===== src/rtl/pio_pkg.sv =====
// Shared constants for the input PIO: register addresses and edge-type codes,
// plus the helper that decides whether a debounced transition is an edge event.
package pio_pkg;

   // Register map (word addresses on the Avalon-MM slave)
   localparam logic [1:0] ADDR_DATA = 2'd0;
   localparam logic [1:0] ADDR_RSVD = 2'd1;
   localparam logic [1:0] ADDR_MASK = 2'd2;
   localparam logic [1:0] ADDR_EDGE = 2'd3;

   // Edge-type selection for edgecapture
   localparam int EDGE_RISE = 0;
   localparam int EDGE_FALL = 1;
   localparam int EDGE_ANY  = 2;

   // True when a debounced bit moving to new_level counts as an edge event.
   function automatic logic edge_qualifies(input int edge_type, input logic new_level);
      case (edge_type)
         EDGE_RISE: return new_level;
         EDGE_FALL: return ~new_level;
         default:   return 1'b1;
      endcase
   endfunction

endpackage


===== src/rtl/pio_debounce_bit.sv =====
// One input bit: two-flop synchronizer, stability counter and debounced level.
// edge_evt is high during the cycle whose closing clk edge updates deb, so a
// register sampling it captures the event on the same edge deb changes.
module pio_debounce_bit
   import pio_pkg::*;
#(
   parameter int DEBOUNCE_CYCLES = 1000,
   parameter int EDGE_TYPE       = EDGE_ANY
) (
   input  logic clk,
   input  logic reset_n,
   input  logic din,
   output logic deb,
   output logic edge_evt
);

   logic sync_meta;
   logic sync;
   logic update;

   // Bring the asynchronous pin into the clk domain.
   // NOTE: every flop here, sync_meta included, resets asynchronously so a
   // reset mid-count leaves no stale value that could later fire an event.
   always_ff @(posedge clk or negedge reset_n) begin
      if (!reset_n) begin
         sync_meta <= 1'b0;
         sync      <= 1'b0;
      end else begin
         // NOTE: non-blocking so sync sees the old sync_meta, giving two stages.
         sync_meta <= din;
         sync      <= sync_meta;
      end
   end

   generate
      if (DEBOUNCE_CYCLES == 0) begin : g_bypass
         // Without debounce, deb simply follows sync one edge later.
         assign update = (sync != deb);
      end else begin : g_count
         localparam int                CNT_W    = $clog2(DEBOUNCE_CYCLES + 1);
         localparam logic [CNT_W-1:0]  CNT_LAST = CNT_W'(DEBOUNCE_CYCLES - 1);

         logic [CNT_W-1:0] cnt;

         // Count consecutive cycles sync differs from deb; any agreement restarts.
         always_ff @(posedge clk or negedge reset_n) begin
            if (!reset_n) begin
               cnt <= '0;
            end else if ((sync == deb) || (cnt == CNT_LAST)) begin
               cnt <= '0;
            end else begin
               cnt <= cnt + CNT_W'(1);
            end
         end

         assign update = (sync != deb) && (cnt == CNT_LAST);
      end
   endgenerate

   // Debounced level takes the synchronized value once it has been stable long enough.
   always_ff @(posedge clk or negedge reset_n) begin
      if (!reset_n) begin
         deb <= 1'b0;
      end else if (update) begin
         deb <= sync;
      end
   end

   assign edge_evt = update && edge_qualifies(EDGE_TYPE, sync);

endmodule


===== src/rtl/pio_button_in.sv =====
// Avalon-MM input PIO: per-bit synchronize/debounce, edge capture with
// write-1-to-clear, masked level interrupt, zero-wait-state read mux.
module pio_button_in
   import pio_pkg::*;
#(
   parameter int WIDTH           = 4,
   parameter int DEBOUNCE_CYCLES = 1000,
   parameter int EDGE_TYPE       = EDGE_ANY
) (
   input  logic             clk,
   input  logic             reset_n,
   input  logic [1:0]       address,
   input  logic             chipselect,
   input  logic             write_n,
   input  logic [WIDTH-1:0] writedata,
   output logic [WIDTH-1:0] readdata,
   input  logic [WIDTH-1:0] in_port,
   output logic             irq
);

   logic [WIDTH-1:0] deb;
   logic [WIDTH-1:0] edge_evt;
   logic [WIDTH-1:0] irqmask;
   logic [WIDTH-1:0] edgecapture;
   logic [WIDTH-1:0] edge_clr;
   logic             wr_en;

   generate
      for (genvar i = 0; i < WIDTH; i++) begin : g_bit
         pio_debounce_bit #(
            .DEBOUNCE_CYCLES (DEBOUNCE_CYCLES),
            .EDGE_TYPE       (EDGE_TYPE)
         ) u_bit (
            .clk      (clk),
            .reset_n  (reset_n),
            .din      (in_port[i]),
            .deb      (deb[i]),
            .edge_evt (edge_evt[i])
         );
      end
   endgenerate

   assign wr_en    = chipselect && !write_n;
   assign edge_clr = (wr_en && (address == ADDR_EDGE)) ? writedata : '0;

   // Interrupt mask register, plain read/write.
   always_ff @(posedge clk or negedge reset_n) begin
      if (!reset_n) begin
         irqmask <= '0;
      end else if (wr_en && (address == ADDR_MASK)) begin
         irqmask <= writedata;
      end
   end

   // Edge capture: clear is applied first so a same-edge event still sets the bit.
   always_ff @(posedge clk or negedge reset_n) begin
      if (!reset_n) begin
         edgecapture <= '0;
      end else begin
         edgecapture <= (edgecapture & ~edge_clr) | edge_evt;
      end
   end

   // Read mux, combinational; unselected or reserved addresses read zero.
   always_comb begin
      // NOTE: default first so every path assigns readdata and no latch is inferred.
      readdata = '0;
      if (chipselect) begin
         case (address)
            ADDR_DATA: readdata = deb;
            ADDR_RSVD: readdata = '0;
            ADDR_MASK: readdata = irqmask;
            ADDR_EDGE: readdata = edgecapture;
            default:   readdata = '0;
         endcase
      end
   end

   assign irq = |(edgecapture & irqmask);

endmodule


===== config.mk =====
export PLATFORM = sky130hd
export DESIGN_NAME = pio_button_in
export DESIGN_NICKNAME = d
export VERILOG_FILES = /design/src/rtl/pio_pkg.sv /design/src/rtl/pio_debounce_bit.sv /design/src/rtl/pio_button_in.sv
export SDC_FILE = /design/constraint.sdc
export NUM_CORES = 1
export LEC_CHECK = 0
export BUFFER_PORTS_ARGS = -buffer_cell sky130_fd_sc_hd__buf_2
export CAP_MARGIN = 15
export CORE_MARGIN = 2
export CORE_UTILIZATION = 35
export DETAILED_ROUTE_END_ITERATION = 10
export GPL_ROUTABILITY_DRIVEN = 0
export PLACE_DENSITY = 0.52
export SLEW_MARGIN = 25
export SYNTH_ARGS = -nofsm -noshare
export SYNTH_HDL_FRONTEND = slang
export SYNTH_HIERARCHICAL = 1
export SYNTH_SLANG_ARGS = --single-unit

===== constraint.sdc =====
create_clock -name clk -period 1.5 [get_ports clk]
set_input_delay 0.075 -clock clk [delete_from_list [all_inputs] [get_ports clk]]
set_output_delay 0.075 -clock clk [all_outputs]
set_load 0.02 [all_outputs]

==> impl_table.tex <==
\begin{tabular}{lr}
\hline
Metric & Value \\
\hline
\multicolumn{2}{l}{\textbf{Run status}} \\
\quad Run status & finished with violations \\
\quad Violated checks & setup timing \\
\multicolumn{2}{l}{\textbf{Die}} \\
\quad I/O pin count & 19 \\
\quad DIE AREA & 9180 um\^{}2 \\
\quad Core area & 8180 um\^{}2 \\
\quad Width of the die & 95.8 um \\
\quad Site Rows & 33 \\
\quad Initial core utilization & 0.361 \\
\quad Vertical extent of the die & 95.8 um \\
\multicolumn{2}{l}{\textbf{Pwr}} \\
\quad Pwr Density & 940 nW/um\^{}2 \\
\quad Peak ir drop on the vdd network & 0.000533 V \\
\quad Leak pwr & 0.00167 uW \\
\quad Total power & 3740 uW \\
\multicolumn{2}{l}{\textbf{Critical path}} \\
\quad Signal arrival time at the worst endpoint & 1.73 ns \\
\quad CP Capture Type & flop \\
\quad Worst-path maximum fanout & 3 \\
\quad Nature of the critical path startpoint & flop \\
\quad Required time of the critical path & 1.72 ns \\
\quad Cell type of the slowest stage on the worst timing path & sky130\_fd\_sc\_hd\_\_or3\_4 \\
\quad CP top delay family & simple AND/OR/NAND/NOR gates \\
\quad Type of the setup path with the least slack & flop to flop \\
\quad Stage delay of the slowest cell on the critical path & 0.41 ns \\
\quad CP Buf/Inv Count & 0 \\
\quad Cell Chain, Critical Path & ha\_4 > nand4bb\_4 > or3\_4 > mux2\_4 \\
\multicolumn{2}{l}{\textbf{Layout}} \\
\quad Commonest non-fill, non-tap cells in the layout & 59 x sky130\_fd\_sc\_hd\_\_dfrtp\_1, 48 x sky130\_fd\_sc\_hd\_\_buf\_4, 24 x sky130\_fd\_sc\_hd\_\_nor2\_1, 20 x sky130\_fd\_sc\_hd\_\_o21ai\_0, 17 x sky130\_fd\_sc\_hd\_\_buf\_2 \\
\quad Fraction of final layout cells with drive strength greater than 1 & 0.337 \\
\quad Antenna diode instance count & 0 \\
\quad Most common cell after layout, fill and taps aside & sky130\_fd\_sc\_hd\_\_dfrtp\_1 \\
\quad Area of all placed cells without fillers & 3980 um\^{}2 \\
\quad Layout net count & 376 \\
\quad Area growth syn-to-layout & 35.0\% \\
\multicolumn{2}{l}{\textbf{Hold path}} \\
\quad Path class of the lowest-slack min-delay path & primary input to async pin \\
\multicolumn{2}{l}{\textbf{GRT}} \\
\quad Number of global-route vias before repair & 2361 \\
\quad Largest net degree at the start of global routing & 44 \\
\quad First-pass GRT wire length & 10.8 mm \\
\quad Overall global routing resource usage & 0.154 \\
\quad Number of antenna violations at the first check in global routing & 0 \\
\quad Sum of overflow across all layers after global routing & 0 \\
\multicolumn{2}{l}{\textbf{Clock network}} \\
\quad CTS tree & built \\
\quad Number of H-tree levels & 3 \\
\quad Clock network latency to the later pin of the worst-skew pair & 0.34 ns \\
\quad Clock root buffer master & sky130\_fd\_sc\_hd\_\_clkbuf\_8 \\
\quad Clock transition at the register clock pins on the worst setup and hold paths after CTS & 0.06 ns \\
\quad Clock sinks & 60 \\
\quad Total clock buffers created by CTS & 9 \\
\quad Clock tree buffer depth & 2 \\
\multicolumn{2}{l}{\textbf{Route}} \\
\quad 1st-pass router iterations & 4 \\
\quad Antenna-violating nets left & 0 \\
\quad Post-Route WL & 6.30 mm \\
\quad DRC violation count after routing & 0 \\
\quad Wire per inst & 13.5 um \\
\quad Number of vias in the routed layout & 2309 \\
\quad Number of vias per cell after detailed routing & 4.94 \\
\quad Initial DRC count & 49 \\
\multicolumn{2}{l}{\textbf{Placement}} \\
\quad Worst slack at placement & -0.0368 ns \\
\quad HPWL after detailed placement & 4.57 mm \\
\quad Port Buf Inserts & 18 \\
\quad Placed instance area & 3560 um\^{}2 \\
\multicolumn{2}{l}{\textbf{Run}} \\
\quad Number of max-cap violations & 0 \\
\multicolumn{2}{l}{\textbf{Logic synthesis}} \\
\quad Number of flip-flops and latches in the synthesized netlist & 60 \\
\quad Avg Synthesized Cell Area & 10.8 um\^{}2 \\
\quad Count of distinct cell types in the synthesized netlist & 32 \\
\quad Net Count, Synth & 290 \\
\quad Post-synthesis sequential area ratio & 0.509 \\
\quad Number of flops mapped to enable cells by yosys & 0 \\
\quad Post-Syn Area & 2950 um\^{}2 \\
\quad Syn. warnings & 6 \\
\quad Share of flip-flops with an asynchronous set or reset after synthesis & 1.00 \\
\quad Synth area leaders & sky130\_fd\_sc\_hd\_\_dfrtp\_1 51\%, sky130\_fd\_sc\_hd\_\_mux2\_4 4.6\%, sky130\_fd\_sc\_hd\_\_nor2\_1 3.6\% \\
\quad Proportion of netlist area held by the largest area contributor & 0.509 \\
\quad Yosys top cell by area & sky130\_fd\_sc\_hd\_\_dfrtp\_1 \\
\quad Most used flip-flop cell after synthesis & sky130\_fd\_sc\_hd\_\_dfrtp\_1 \\
\quad Cell count after synthesis & 272 \\
\multicolumn{2}{l}{\textbf{STA}} \\
\quad Maximum clock frequency & 0.663 GHz \\
\quad Final hold vios & 0 \\
\quad Setup repair after global routing missed its margin & yes \\
\quad Transition at the pin with the smallest max-transition slack & 0.445 ns \\
\quad Max-slew violation total from the final report & 0 \\
\quad Shortest clock period the worst path allows after layout & 1.51 ns \\
\quad PnR worst setup slack & -0.00871 ns \\
\quad Final setup skew & 0.00424 ns \\
\quad Worst slew margin & 0.703 \\
\quad Portion of the clock cycle consumed by the worst path in the final layout & 1.01 \\
\quad Setup violation total in the final timing report & 1 \\
\hline
\end{tabular}
## cell families after synthesis
| logic type | share of synthesized area |
|---|---|
| buffers and inverters | 0.0191 |
| xor gates and xnor gates | 0.0594 |
| and+or+nand+nor | 0.194 |
| adders and majority gates | 0.0170 |
| AOI/OAI and AO/OA | 0.146 |
| DFF | 0.509 |
| muxes | 0.0560 |
## worst reg2reg max path: stages, from the launching register on
cell and delay, ns:
sky130_fd_sc_hd__dfrtp_1 0.40, sky130_fd_sc_hd__ha_4 0.17, sky130_fd_sc_hd__nand4bb_4 0.11, sky130_fd_sc_hd__or3_4 0.41, sky130_fd_sc_hd__mux2_4 0.31
## stage by stage
step	setup TNS [ns]	instances	util	hold WS, ns
finish	-0.00871	467	0.487	0.216
CTS	0	465	0.476	0.218
detailed placement	-0.157	439	0.435	0.0466
global placement	-0.0459	439	0.435	0.0471
global route	-0.215	467	0.487	0.252
floorplan	0	272	-	-0.221
## per-layer routing
| layer | global-route usage | part of all wire |
|---|---|---|
| met1 | 0.200 | 0.49 |
| met2 | 0.244 | 0.46 |
| met3 | 0.0556 | 0.037 |
| met4 | 0.0393 | 0.011 |
| met5 | 0 | 0 |
## layout make-up
class,count,area [um^2]
Fill cell,749,4190
Multi-Input combinational cell,199,1530
Sequential cell,60,1500
Timing Repair Buffer,76,567
Tap cell,105,131
Clock buffer,10,128
Clock inverter,5,77.6
Inverter,12,45.0
## cells in the mapped netlist, types with 8 or more instances
cell type and number:
sky130_fd_sc_hd__or3_1 8, sky130_fd_sc_hd__mux2_4 9, sky130_fd_sc_hd__nor2_1 28, sky130_fd_sc_hd__nand4_1 8
sky130_fd_sc_hd__inv_1 12, sky130_fd_sc_hd__nand2_1 13, sky130_fd_sc_hd__xor2_1 12, sky130_fd_sc_hd__o21ai_0 20
sky130_fd_sc_hd__a21oi_1 12, sky130_fd_sc_hd__dfrtp_1 60, sky130_fd_sc_hd__xnor2_1 8, sky130_fd_sc_hd__o31ai_1 8
sky130_fd_sc_hd__a211oi_1 8, sky130_fd_sc_hd__nand3_1 16
## flip-flops by register name, summed over array words and instances (netlist names)
register and flops:
g_bit.u_bit/sync 4, g_bit.u_bit/deb 4, g_bit.u_bit/g_count.cnt 40, g_bit.u_bit/sync_meta 4, edgecapture 4, irqmask 4
## where the power goes
part	internal, uW	total, uW	switching, uW
registers	1700	1780	77.3
logic	229	426	197
clock network	920	1540	620
total	2850	3740	895
## path summary, 6_finish.rpt
| check | slack (ns) | cells past startpoint | start | endpoint |
|---|---|---|---|---|
| worst max-delay path | -0.009 | 4 | g_bit[2].u_bit/g_count.cnt[1]$_DFF_PN0_ | g_bit[2].u_bit/deb$_DFFE_PN0P_ |
| worst min-delay path | 0.22 | 2 | reset_n | g_bit[2].u_bit/g_count.cnt[7]$_DFF_PN0_ |
| worst max register to register | -0.009 | 4 | g_bit[2].u_bit/g_count.cnt[1]$_DFF_PN0_ | g_bit[2].u_bit/deb$_DFFE_PN0P_ |
| worst min register to register | 0.35 | 0 | g_bit[0].u_bit/sync_meta$_DFF_PN0_ | g_bit[0].u_bit/sync$_DFF_PN0_ |
| max in group asynchronous | 0.69 | 3 | reset_n | g_bit[0].u_bit/g_count.cnt[2]$_DFF_PN0_ |
| min in group clk | 0.29 | 3 | write_n | irqmask[1]$_DFFE_PN0P_ |
## timing repair
action | 4_1_cts | 5_1_grt
cloned | 0 | 0
resized for setup | 3 | 16
endpoints found under the hold margin | 28 | 0
hold buffers | 9 | 0
pin swaps | 2 | 10
setup buffers | 2 | 2
setup endpoints to repair | 8 | 22
Power figures use the tool's default switching activity.
